==> src/rtl/hazard_control_unit_if.sv <==
// Hazard unit <-> F/D/E/W datapath bundle.
//   master : datapath side. Drives hazard sources and the multi-cycle handshake;
//            receives the forwarding selects and the stall/flush controls.
//   slave  : hazard_control_unit side.
// CNT_W must match the CNT_W of the hazard_control_unit instance.
interface hazard_control_unit_if #(parameter int CNT_W = 16);
  logic             RegWE_E_W, RegWE_W_W, RegWE_W_W2;
  logic [4:0]       A1_E, A2_E, A3_W, A4_W, A4_W2;
  logic [1:0]       PCSrcE;
  logic             mc_start_E, mc_done;
  logic [1:0]       fwdA_E, fwdB_E;
  logic             StallF, StallD, StallE, StallW;
  logic             FlushD, FlushE, FlushW;
  logic             mc_busy, mc_timeout;
  logic [CNT_W-1:0] stall_count;

  modport master (
    output RegWE_E_W, RegWE_W_W, RegWE_W_W2, A1_E, A2_E, A3_W, A4_W, A4_W2,
           PCSrcE, mc_start_E, mc_done,
    input  fwdA_E, fwdB_E, StallF, StallD, StallE, StallW, FlushD, FlushE, FlushW,
           mc_busy, mc_timeout, stall_count
  );

  modport slave (
    input  RegWE_E_W, RegWE_W_W, RegWE_W_W2, A1_E, A2_E, A3_W, A4_W, A4_W2,
           PCSrcE, mc_start_E, mc_done,
    output fwdA_E, fwdB_E, StallF, StallD, StallE, StallW, FlushD, FlushE, FlushW,
           mc_busy, mc_timeout, stall_count
  );
endinterface

==> src/rtl/hazard_control_unit.sv <==
// Pipeline sequencer for the F/D/E/W core.
//   clk   : rising-edge clock
//   reset : asynchronous, active-low
//   hz    : slave side of hazard_control_unit_if
//     inputs  : hazard sources (write enables and addresses in W/W2, E operand
//               addresses), PCSrcE, mc_start_E/mc_done handshake
//     outputs : fwdA_E/fwdB_E (00 RF, 01 ALUResultW, 10 ReadData2),
//               Stall*/Flush*, mc_busy, sticky mc_timeout, saturating stall_count
// Hazard priority: reset > multi-cycle hold > load-use > branch.
module hazard_control_unit #(
  parameter int MC_TIMEOUT = 64,
  parameter int CNT_W      = 16
) (
  input  logic                  clk,
  input  logic                  reset,
  hazard_control_unit_if.slave  hz
);
  localparam int TW = $clog2(MC_TIMEOUT);

  typedef enum logic {RUN, MC_BUSY} state_t;

  state_t           state, state_nxt;
  logic [TW-1:0]    timer, timer_nxt;
  logic             ack, ack_nxt;
  logic             to_q, to_nxt;
  logic [CNT_W-1:0] cnt;
  logic             lu, mc_go, mc_hold, stall, br;

  // Forwarding, one selector per E operand. x0 never matches; W beats W2.
  logic [1:0][4:0] src;
  logic [1:0][1:0] fwd;
  assign src = {hz.A2_E, hz.A1_E};

  for (genvar i = 0; i < 2; i++) begin : g_fwd
    logic hit_w, hit_w2;
    assign hit_w  = hz.RegWE_E_W  && (hz.A3_W  == src[i]) && (src[i] != 5'd0);
    assign hit_w2 = hz.RegWE_W_W2 && (hz.A4_W2 == src[i]) && (src[i] != 5'd0);
    assign fwd[i] = hit_w ? 2'b01 : (hit_w2 ? 2'b10 : 2'b00);
  end

  // Load in W cannot forward this cycle: hold F/D/E one cycle, it comes
  // back via the W2 path next cycle.
  assign lu = hz.RegWE_W_W && (hz.A4_W != 5'd0) &&
              ((hz.A4_W == hz.A1_E) || (hz.A4_W == hz.A2_E));

  // ack masks the still-present mc_start_E of the instruction that just
  // finished (or aborted) so it is not launched a second time.
  assign mc_go = hz.mc_start_E && !ack;

  always_comb begin
    state_nxt = state;
    timer_nxt = timer;
    ack_nxt   = 1'b0;
    to_nxt    = to_q;
    mc_hold   = 1'b0;
    stall     = 1'b0;
    case (state)
      RUN: begin
        mc_hold = mc_go && !hz.mc_done && !lu;
        stall   = mc_hold || lu;
        if (mc_hold) begin
          state_nxt = MC_BUSY;
          timer_nxt = TW'(1);
        end
      end
      MC_BUSY: begin
        stall     = 1'b1;
        timer_nxt = timer + TW'(1);
        if (hz.mc_done) begin
          state_nxt = RUN;
          timer_nxt = '0;
          ack_nxt   = 1'b1;
        end else if (timer == TW'(MC_TIMEOUT - 1)) begin
          state_nxt = RUN;
          timer_nxt = '0;
          ack_nxt   = 1'b1;
          to_nxt    = 1'b1;
        end
      end
      default: state_nxt = RUN;
    endcase
  end

  // Branch flush only when nothing is holding E.
  assign br = (hz.PCSrcE != 2'b00) && !lu && (state == RUN) && !mc_hold;

  always_ff @(posedge clk or negedge reset) begin
    if (!reset) begin
      state <= RUN;
      timer <= '0;
      ack   <= 1'b0;
      to_q  <= 1'b0;
      cnt   <= '0;
    end else begin
      state <= state_nxt;
      timer <= timer_nxt;
      ack   <= ack_nxt;
      to_q  <= to_nxt;
      if (stall && (cnt != {CNT_W{1'b1}})) cnt <= cnt + CNT_W'(1);
    end
  end

  // Combinational outputs are gated low for the whole time reset is held.
  assign hz.fwdA_E      = reset ? fwd[0] : 2'b00;
  assign hz.fwdB_E      = reset ? fwd[1] : 2'b00;
  assign hz.StallF      = reset && stall;
  assign hz.StallD      = reset && stall;
  assign hz.StallE      = reset && stall;
  assign hz.StallW      = 1'b0;
  assign hz.FlushW      = reset && stall;
  assign hz.FlushD      = reset && br;
  assign hz.FlushE      = reset && br;
  assign hz.mc_busy     = reset && (state == MC_BUSY);
  assign hz.mc_timeout  = to_q;
  assign hz.stall_count = cnt;
endmodule

==> src/flat_wrapper.sv <==
// flat-port wrapper written by rule: the top's interface ports become plain ports
module hazard_control_unit_flat 
#(
  parameter int MC_TIMEOUT = 64,
  parameter int CNT_W      = 16
)
  (clk, reset, hz_RegWE_E_W, hz_RegWE_W_W, hz_RegWE_W_W2, hz_A1_E, hz_A2_E, hz_A3_W, hz_A4_W, hz_A4_W2, hz_PCSrcE, hz_mc_start_E, hz_mc_done, hz_fwdA_E, hz_fwdB_E, hz_StallF, hz_StallD, hz_StallE, hz_StallW, hz_FlushD, hz_FlushE, hz_FlushW, hz_mc_busy, hz_mc_timeout, hz_stall_count);
  hazard_control_unit_if #(.CNT_W(CNT_W)) hz_i ();
  input  logic clk;
  input  logic reset;
  input wire logic [$bits(hz_i.RegWE_E_W)-1:0] hz_RegWE_E_W;
  input wire logic [$bits(hz_i.RegWE_W_W)-1:0] hz_RegWE_W_W;
  input wire logic [$bits(hz_i.RegWE_W_W2)-1:0] hz_RegWE_W_W2;
  input wire logic [$bits(hz_i.A1_E)-1:0] hz_A1_E;
  input wire logic [$bits(hz_i.A2_E)-1:0] hz_A2_E;
  input wire logic [$bits(hz_i.A3_W)-1:0] hz_A3_W;
  input wire logic [$bits(hz_i.A4_W)-1:0] hz_A4_W;
  input wire logic [$bits(hz_i.A4_W2)-1:0] hz_A4_W2;
  input wire logic [$bits(hz_i.PCSrcE)-1:0] hz_PCSrcE;
  input wire logic [$bits(hz_i.mc_start_E)-1:0] hz_mc_start_E;
  input wire logic [$bits(hz_i.mc_done)-1:0] hz_mc_done;
  output wire logic [$bits(hz_i.fwdA_E)-1:0] hz_fwdA_E;
  output wire logic [$bits(hz_i.fwdB_E)-1:0] hz_fwdB_E;
  output wire logic [$bits(hz_i.StallF)-1:0] hz_StallF;
  output wire logic [$bits(hz_i.StallD)-1:0] hz_StallD;
  output wire logic [$bits(hz_i.StallE)-1:0] hz_StallE;
  output wire logic [$bits(hz_i.StallW)-1:0] hz_StallW;
  output wire logic [$bits(hz_i.FlushD)-1:0] hz_FlushD;
  output wire logic [$bits(hz_i.FlushE)-1:0] hz_FlushE;
  output wire logic [$bits(hz_i.FlushW)-1:0] hz_FlushW;
  output wire logic [$bits(hz_i.mc_busy)-1:0] hz_mc_busy;
  output wire logic [$bits(hz_i.mc_timeout)-1:0] hz_mc_timeout;
  output wire logic [$bits(hz_i.stall_count)-1:0] hz_stall_count;
  assign hz_i.RegWE_E_W = hz_RegWE_E_W;
  assign hz_i.RegWE_W_W = hz_RegWE_W_W;
  assign hz_i.RegWE_W_W2 = hz_RegWE_W_W2;
  assign hz_i.A1_E = hz_A1_E;
  assign hz_i.A2_E = hz_A2_E;
  assign hz_i.A3_W = hz_A3_W;
  assign hz_i.A4_W = hz_A4_W;
  assign hz_i.A4_W2 = hz_A4_W2;
  assign hz_i.PCSrcE = hz_PCSrcE;
  assign hz_i.mc_start_E = hz_mc_start_E;
  assign hz_i.mc_done = hz_mc_done;
  assign hz_fwdA_E = hz_i.fwdA_E;
  assign hz_fwdB_E = hz_i.fwdB_E;
  assign hz_StallF = hz_i.StallF;
  assign hz_StallD = hz_i.StallD;
  assign hz_StallE = hz_i.StallE;
  assign hz_StallW = hz_i.StallW;
  assign hz_FlushD = hz_i.FlushD;
  assign hz_FlushE = hz_i.FlushE;
  assign hz_FlushW = hz_i.FlushW;
  assign hz_mc_busy = hz_i.mc_busy;
  assign hz_mc_timeout = hz_i.mc_timeout;
  assign hz_stall_count = hz_i.stall_count;
  hazard_control_unit #(.MC_TIMEOUT(MC_TIMEOUT), .CNT_W(CNT_W)) u_core (.clk(clk), .reset(reset), .hz(hz_i));
endmodule
==> config.mk <==
export PLATFORM = sky130hd
export DESIGN_NAME = hazard_control_unit_flat
export DESIGN_NICKNAME = d
export VERILOG_FILES = /design/src/rtl/hazard_control_unit_if.sv /design/src/rtl/hazard_control_unit.sv /design/src/flat_wrapper.sv
export SDC_FILE = /design/constraint.sdc
export NUM_CORES = 1
export LEC_CHECK = 0
export CAP_MARGIN = 20
export CORE_ASPECT_RATIO = 0.75
export CORE_MARGIN = 1
export CORE_UTILIZATION = 40
export CTS_CLUSTER_DIAMETER = 30
export DETAILED_ROUTE_END_ITERATION = 12
export GPL_ROUTABILITY_DRIVEN = 0
export PLACE_DENSITY = 0.87
export SLEW_MARGIN = 20
export SYNTH_ARGS = -nofsm -noshare
export SYNTH_HDL_FRONTEND = slang
export SYNTH_SLANG_ARGS = --single-unit
==> constraint.sdc <==
create_clock -name clk -period 2.3 [get_ports clk]
set_clock_uncertainty 0.05 [all_clocks]
set_input_delay 0.46 -clock clk [delete_from_list [all_inputs] [get_ports clk]]
set_output_delay 0.46 -clock clk [all_outputs]
set_load 0.01 [all_outputs]
======== Yosys cells after proc, flatten, opt, wreduce, memory -nomap -nowiden ========
Cells that the tools add are included.
storage, ports and cells
  input bits .............................. 34
  logic and storage cells ................. 68
  bits in registers ....................... 25
  output and inout bits ................... 29
operators by class
  $add $sub $neg .......................... 2
  equality and inequality tests ........... 9
  bitwise gates (word level) .............. 2
  muxes and demuxes ....................... 19
  reduce and logical (&&, ||, !) cells .... 31
operators with widths
  cell                                                             count
  5-bit == test                                                    6
  1-bit logical AND                                                20
  6-bit two-way mux                                                3
  16-bit by 1-bit adder with 16-bit output, second input constant  1
  16-bit != test, second input constant                            1
  5-bit nonzero test                                               3
  2-bit two-way mux                                                6
  6-bit case mux with 2 select lines                               1
  1-bit two-way mux                                                7
  6-bit by 1-bit adder with 6-bit output, second input constant    1
  6-bit == test, second input constant                             1
  1-bit logical NOT                                                4
  1-bit case mux with 2 select lines                               2
  3-bit AND reduction                                              1
  1-bit logical OR                                                 2
  2-bit by 1-bit != test with 1-bit output, second input constant  1
  1-bit inverter                                                   2
  2-bit nonzero test                                               1

======== Longest topological paths before layout ========
Gate-level depths: netlist (run 1).
  word-level depth ........................ 9
  depth in mapped cells ................... 7
  gate-level depth less buffers ........... 7

======== Worst setup path before layout (run 1) ========
Ideal clock, no wire load.
  kind .................................... input to output
  from .................................... in hz_A4_W[0]
  to ...................................... out hz_FlushE
  stages .................................. 6
  path slack .............................. -0.043 ns
  buffers on the path ..................... 2
  data required time ...................... 1.790 ns
  arrival ................................. 1.833 ns
  cell sequence ........................... or4_1 > o21ai_2 > o21ai_2 > buf_2 > nor2_1 > buf_4
on the way
  cells in the longest elaborated chain, start to end .. 9
  elaborated cells between the ends (all ways) .. 14
  classes of those cells .................. 2 x eq/ne; 1 x mux; 11 x reduce/logical
ends and longest elaborated chain
  element                                                       line                                                  RTL
  from (decl)                                                   flat_wrapper.sv:17                                    input wire logic [$bits(hz_i.A4_W)-1:0] hz_A4_W;
  5-bit == test / 5-bit nonzero test (equally long branches)    hazard_control_unit.sv:44, hazard_control_unit.sv:43
  1-bit logical OR / 1-bit logical AND (equally long branches)  hazard_control_unit.sv:44, hazard_control_unit.sv:43
  1-bit logical AND *                                           hazard_control_unit.sv:43                             assign lu = hz.RegWE_W_W && (hz.A4_W != 5'd0) &&
  1-bit logical NOT *                                           hazard_control_unit.sv:59, hazard_control_unit.sv:85
  1-bit logical AND                                             hazard_control_unit.sv:59                             mc_hold = mc_go && !hz.mc_done && !lu;
  1-bit two-way mux                                             hazard_control_unit.sv:57                             case (state)
  1-bit logical NOT                                             hazard_control_unit.sv:85                             assign br = (hz.PCSrcE != 2'b00) && !lu && (state == RUN) && !mc_hold;
  1-bit logical AND *                                           hazard_control_unit.sv:85
  1-bit logical AND *                                           --
  to (decl)                                                     flat_wrapper.sv:29                                    output wire logic [$bits(hz_i.FlushE)-1:0] hz_FlushE;
Mark *: on every way between the ends. The rest lies on a longest branch, timed or not.

======== Worst setup path after layout (run 1) ========
  from .................................... in hz_A2_E[3]
  to ...................................... out hz_fwdB_E[1]
on the way
  cells in the longest elaborated chain, start to end .. 6
  elaborated cells between the ends (all ways) .. 10
  classes of those cells .................. 2 x eq/ne; 3 x mux; 5 x reduce/logical
ends and longest elaborated chain
  element                          line                        RTL
  from (decl)                      flat_wrapper.sv:15          input wire logic [$bits(hz_i.A2_E)-1:0] hz_A2_E;
  5-bit == test                    hazard_control_unit.sv:37   assign hit_w2 = hz.RegWE_W_W2 && (hz.A4_W2 == src[i]) && (src[i] != 5'd0);
  1-bit logical AND (2 in series)  hazard_control_unit.sv:37
  2-bit two-way mux                hazard_control_unit.sv:38   assign fwd[i] = hit_w ? 2'b01 : (hit_w2 ? 2'b10 : 2'b00);
  2-bit two-way mux *              hazard_control_unit.sv:38
  2-bit two-way mux *              hazard_control_unit.sv:105  assign hz.fwdB_E = reset ? fwd[1] : 2'b00;
  to (decl)                        flat_wrapper.sv:23          output wire logic [$bits(hz_i.fwdB_E)-1:0] hz_fwdB_E;
Marks and branches as above.

==> impl_metrics.ini, run 1 <==
[status]
status = complete, but fails checks
violations = setup timing

[layout]
layout.nets = 328
fin_util = 0.709
ff_latch_area_sq_um = 626
multi_input_comb_area_sq_um = 1190
fin_area_sq_um = 2880
layout.cells.non_filler = 346
num_antenna_cells = 0
fillers = 292
drive_gt1_frac = 0.381
area_growth_pct = 69.0

[logic_synthesis]
synth_top_area_share = 0.368
post_synth_most_frequent_cells = 36 x sky130_fd_sc_hd__xnor2_1, 25 x sky130_fd_sc_hd__dfrtp_1, 13 x sky130_fd_sc_hd__nand3_1
cell_types_occupying_the_most_area_after_synthesis = sky130_fd_sc_hd__dfrtp_1 37%, sky130_fd_sc_hd__xnor2_1 19%, sky130_fd_sc_hd__nand3_1 3.8%
synth-warning-count = 0
synthMostInstantiatedCell = sky130_fd_sc_hd__xnor2_1
synth_seq_area_share = 0.368
synth.distinct_cells = 39
ys_seq_elements = 25
syn-num-nets = 218
ys.flop_type = sky130_fd_sc_hd__dfrtp_1
async_reset_ff_frac = 1.00
synth_enable_flop_cells = 0
post_synthesis_cell_count = 182
biggest_area_consumer_among_synthesized_cells = sky130_fd_sc_hd__dfrtp_1
synth_area_sq_um = 1700
syn-mean-instance-area_sq_um = 9.35

[clock_network]
holdBufCountCts = 0
clk-insertion-delay-late_ns = 0.26
cts.path.max_buffers = 2
tritoncts.num_buffers = 3
htree_levels = 1
clkSinkCount = 25
clkSlewWorstSetupHoldPaths_ns = 0.08
cts_root_buffer = sky130_fd_sc_hd__clkbuf_8
clock_tree_from_tritoncts = done

[worst_setup_path]
critical_path_required_ns = 1.79
critical-path-slowest-cell = sky130_fd_sc_hd__or4_4
worst_r2r_path_depth = 7
critPathCaptureType = output pin
crit_type = in -> out
setup.worst_path.start_class = input pin
reg2reg_slack_ns = 0.21
critical-path-top-delay-family = simple AND/OR/NAND/NOR gates
timing.critical_path.cells = buf_2, or4_4, nor2_4, nor4_2, nor4_2, buf_2
critical_path.reg2reg.startpoint = u_core.hz.stall_count[0]
crit_fanout = 2
critPathBufInv = 2
timing.critical_path.arrival_ns = 1.82
r2r-end = u_core.hz.stall_count[1]
max_stage_delay_ns = 0.54

[timing]
maxSlewViolCount = 0
final_critical_delay_including_setup_and_external_delays_ns = 2.33
final_critical_path_setup_slack_ns = -0.0258
setup_viol = 1
rsz0062_at_grt = yes
fmax_ghz = 0.430
hold_viol_final = 0
final.period_utilization = 1.01

[routing]
wl_per_cell_um = 17.0
vias = 1888
detail_route.first_pass.iterations = 4
wirelength_mm = 5.87
via_per_inst = 5.46
drt.antenna.violating_nets = 0
initialDrtViolationCount = 92
drc_errors = 0

[placed_design]
placement.cell_area_sq_um = 2610
port_buffers = 61
dp.cells = 327
dp_hpwl_mm = 3.89

[grt]
grt_start_max_net_pins = 22
global_route_wire_length_before_repair_mm = 9.47
gr-usage-all-layers = 0.279
grt_antenna_before_repair = 0
grt_overflow_total = 0
via_count_of_the_first_global_routing_pass = 1885

[pwr]
p_total_w = 0.00186
sequentialPowerShare = 0.357
peakVddDrop_v = 0.000532
p_per_area_nw_per_um2 = 649
comb_power_share = 0.505
internal_power_w = 0.00117
clock_power_share = 0.138
switching_share = 0.371
p_leak_nw = 1.28
switching_power_w = 0.000692

[floorplan]
design.die.area_sq_um = 4520
standard_cell_core_area_sq_um = 4050
floorplan.rows = 20
pin_count = 63
fp.dieW_um = 77.3
chipHeight_um = 58.5
start_util = 0.420

[hold_path]
worstHoldPathType = in -> async

[run]
max-cap-violations = 0
-- per-layer routing --
metal | up-vias | share of wire | track usage
li1 | 861 | - | -
met1 | 887 | 0.40 | 0.347
met2 | 110 | 0.48 | 0.470
met3 | 30 | 0.089 | 0.0682
met4 | 0 | 0.039 | 0.119
met5 | - | 0 | 0
-- logic make-up after synthesis --
family / after synthesis / share of synthesized area
muxes: 2 / 0.0132
other: 1 / 0.00220
and+or+nand+nor: 71 / 0.235
adders and majority gates: 2 / 0.0147
xor gates and xnor gates: 43 / 0.226
buffers and inverters: 11 / 0.0360
AOI/OAI and AO/OA: 27 / 0.105
DFF: 25 / 0.368
-- worst max-delay path by stage --
stage,start,endpoint,slack [ns],cells after the start
after floorplan,hz_A4_W[0],hz_StallD,0.005,6
after global placement,hz_A2_E[1],hz_fwdB_E[1],-0.79,6
after detailed placement,hz_A2_E[1],hz_fwdB_E[1],-0.83,6
after CTS,hz_A2_E[1],hz_fwdB_E[1],0.004,6
after global routing,hz_A4_W2[2],hz_fwdB_E[1],-0.04,6
final,hz_A2_E[3],hz_fwdB_E[1],-0.03,6
-- flip-flops by register name, summed over array words and instances, names as in the netlist --
name	flops
u_core.hz.mc_timeout	1
u_core.state	1
u_core.timer	6
u_core.hz.stall_count	16
u_core.ack	1
-- tightest hold or removal path: stages --
cell	delay [ns]
sky130_fd_sc_hd__dlygate4sd2_1	0.28
sky130_fd_sc_hd__buf_4	0.18
sky130_fd_sc_hd__buf_4	0.14
-- placed cells by master, fill, tap and decap left out, drive strengths merged, types with 2 or more instances in the layout --
cell | netlist | final
a21oi | 8 | 8
a31oi | 4 | 4
and2 | 4 | 4
and3 | 8 | 8
buf | 6 | 69
clkbuf | 0 | 8
clkdlybuf4s50 | 0 | 29
dfrtp | 25 | 25
dlygate4sd2 | 0 | 6
dlymetal6s2s | 0 | 2
ha | 2 | 2
inv | 5 | 5
mux2 | 2 | 2
nand2 | 9 | 9
nand2b | 3 | 3
nand3 | 13 | 13
nand4 | 8 | 8
nor2 | 12 | 12
nor4 | 5 | 5
o21ai | 7 | 7
o22ai | 2 | 2
or4 | 4 | 4
xnor2 | 37 | 37
xor2 | 6 | 6
-- power groups by stage --
stage	combinational, W	sequential (W)	clock [W]
after global placement	0.000810	0.000662	0
after detailed placement	0.000835	0.000666	0
final	0.000941	0.000666	0.000258
after CTS	0.000896	0.000660	0.000265
after floorplan	0.000402	0.000670	0
after global routing	0.00101	0.000683	0.000277
-- final cells by class --
type / instances / area share
clock buffers: 4 / 0.0157
inverters: 5 / 0.00653
multi-input cells: 146 / 0.414
flip-flops and latches: 25 / 0.218
well taps: 55 / 0.0239
repair buffers: 111 / 0.322
-- metrics by stage --
step	setup TNS, ns	hold slack (ns)	setup WS [ns]
global route	-0.0751	0.418	-0.0419
global placement	-10.56	0.396	-0.791
floorplan	0	0.114	0.00484
finish	-0.0258	0.412	-0.0258
CTS	0	0.403	0.00427
detailed placement	-11.53	0.405	-0.828
-- timing repair --
item,4_1_cts,5_1_grt
setup endpoints to repair,20,10
pin swaps,26,24
gates resized for setup,118,22
setup buffers,14,2
Power figures use the tool's default switching activity.
==> run 2, diff against run 1 <==
Settings changed: CAP_MARGIN 20 to unset, CORE_ASPECT_RATIO 0.75 to 0.8, CTS_CLUSTER_SIZE set to 12.
==> impl_metrics.ini, run 2 (synthesis results as in run 1) <==
[status]
status = complete, but fails checks
violations = setup timing

[hold_path]
worstHoldPathType = in -> async

[layout]
layout.cells.non_filler = 336
fillers = 293
layout.nets = 318
drive_gt1_frac = 0.377
largest_reg_flops = 16
fin_util = 0.723
layout.cells.most_common = sky130_fd_sc_hd__buf_4
most_used_cells_in_the_layout_excluding_fill_and_tap_cells = 31 x sky130_fd_sc_hd__buf_4, 30 x sky130_fd_sc_hd__clkdlybuf4s50_1, 26 x sky130_fd_sc_hd__xnor2_1
fin_area_sq_um = 2840
area_growth_pct = 66.9
num_antenna_cells = 0

[clock_network]
cts.path.max_buffers = 2
tritoncts.num_buffers = 3
clkSlewWorstSetupHoldPaths_ns = 0.08
cts_root_buffer = sky130_fd_sc_hd__clkbuf_8
clk-insertion-delay-late_ns = 0.27
holdBufCountCts = 0
clkSinkCount = 25
clock_tree_from_tritoncts = done
htree_levels = 1

[grt]
global_route_wire_length_before_repair_mm = 8.31
grt.met1_usage = 0.273
grt_antenna_before_repair = 0
grt_overflow_total = 0
gr-max-usage-layer = met2
gr-usage-met3 = 0.0399
via_count_of_the_first_global_routing_pass = 1822
met2_usage = 0.468
gr-usage-all-layers = 0.248
grt_start_max_net_pins = 17

[routing]
via_per_inst = 5.43
drc_errors = 0
initialDrtViolationCount = 95
wl_per_cell_um = 17.1
drt.antenna.violating_nets = 0
vias = 1825
detail_route.first_pass.iterations = 4
wirelength_mm = 5.73

[worst_setup_path]
timing.critical_path.cells = clkdlybuf4s50_1, nand4_1, nor4_4, and2_1, buf_2
max_stage_delay_ns = 0.50
worst_r2r_path_depth = 7
crit_type = in -> out
critPathCaptureType = output pin
critical_path.reg2reg.startpoint = u_core.hz.stall_count[0]
critical-path-top-delay-family = simple AND/OR/NAND/NOR gates
critical_path_required_ns = 1.79
r2r-end = u_core.hz.stall_count[1]
critPathBufInv = 2
critical-path-slowest-cell = sky130_fd_sc_hd__clkdlybuf4s50_1
crit_fanout = 2
setup.worst_path.start_class = input pin
reg2reg_slack_ns = 0.03
timing.critical_path.arrival_ns = 1.82

[pwr]
sequentialPowerShare = 0.365
peakVddDrop_v = 0.000363
internal_power_w = 0.00114
comb_power_share = 0.495
p_leak_nw = 1.25
switching_share = 0.378
switching_power_w = 0.000697
p_per_area_nw_per_um2 = 648
clock_power_share = 0.140

[floorplan]
standard_cell_core_area_sq_um = 3930
start_util = 0.433
fp.dieW_um = 74.9
chipHeight_um = 60.3
design.die.area_sq_um = 4520
floorplan.rows = 20
pin_count = 63

[timing]
final.period_utilization = 1.01
final_sum_of_negative_setup_slack_ns = -0.0419
hold_viol_final = 0
setup_viol = 2
fmax_ghz = 0.429
final_critical_path_setup_slack_ns = -0.0321
maxSlewViolCount = 0
rsz0062_at_grt = yes
final_critical_delay_including_setup_and_external_delays_ns = 2.33

[placed_design]
dp_hpwl_mm = 3.72
dp.cells = 325
placement.cell_area_sq_um = 2590
port_buffers = 61
pre_cts_slack_ns = -0.847

[run]
max-cap-violations = 0
run 2: cell count changes in the layout (fill, tap and decap cells not counted), sizes merged:
cell           change
dlymetal6s2s       -1
clkbuf             -1
buf                -9
clkdlybuf4s15      +1
dlygate4sd2        -1
clkdlybuf4s50      +1
run 2: layer usage:
metal | up-vias | part of all wire
met1 | 890 | 0.40
met5 | - | 0
met3 | 21 | 0.038
met4 | 0 | 0.039
li1 | 838 | -
met2 | 76 | 0.53
run 2: power by group through the flow:
stage | combinational [W] | clock [W] | sequential [W]
detailed placement | 0.000830 | 0 | 0.000665
floorplan | 0.000402 | 0 | 0.000670
global route | 0.000971 | 0.000276 | 0.000685
finish | 0.000912 | 0.000257 | 0.000673
global placement | 0.000808 | 0 | 0.000663
CTS | 0.000846 | 0.000259 | 0.000656
run 2: timing repair:
action / in CTS / in global routing
setup endpoints to repair: 15 / 10
gates resized for setup: 124 / 25
setup buffers: 6 / 2
pin swaps: 22 / 17
run 2: layout make-up:
cell class	count	area [sq um]	share of cell area
Clock buffer	4	45.0	0.0159
Inverter	5	18.8	0.00661
Multi-Input combinational cell	146	1220	0.430
Sequential cell	25	626	0.220
Tap cell	55	68.8	0.0242
Timing Repair Buffer	101	860	0.303
run 2: worst max path at each step:
stage	endpoint	from	cells past startpoint
finish	hz_fwdA_E[0]	hz_RegWE_E_W	5
global route	hz_fwdA_E[1]	hz_A1_E[1]	6
CTS	hz_fwdB_E[1]	hz_A2_E[4]	7
detailed placement	hz_fwdB_E[1]	hz_A2_E[1]	6
global placement	hz_fwdB_E[1]	hz_A2_E[1]	6
floorplan	hz_StallD	hz_A4_W[0]	6
run 2: worst reg2reg max path: cells and delay by family, from the launching register on:
family	cells	cell delay, ns
adders and majority gates	1	0.28
buffers and inverters	1	0.12
DFF	1	0.44
muxes	1	0.35
and+or+nand+nor	4	0.92
run 2: metrics by stage:
stage	power (W)	hold WS (ns)
after floorplan	0.00107	0.114
after global placement	0.00147	0.392
after detailed placement	0.00150	0.401
after CTS	0.00176	0.410
after global routing	0.00193	0.407
final	0.00184	0.409
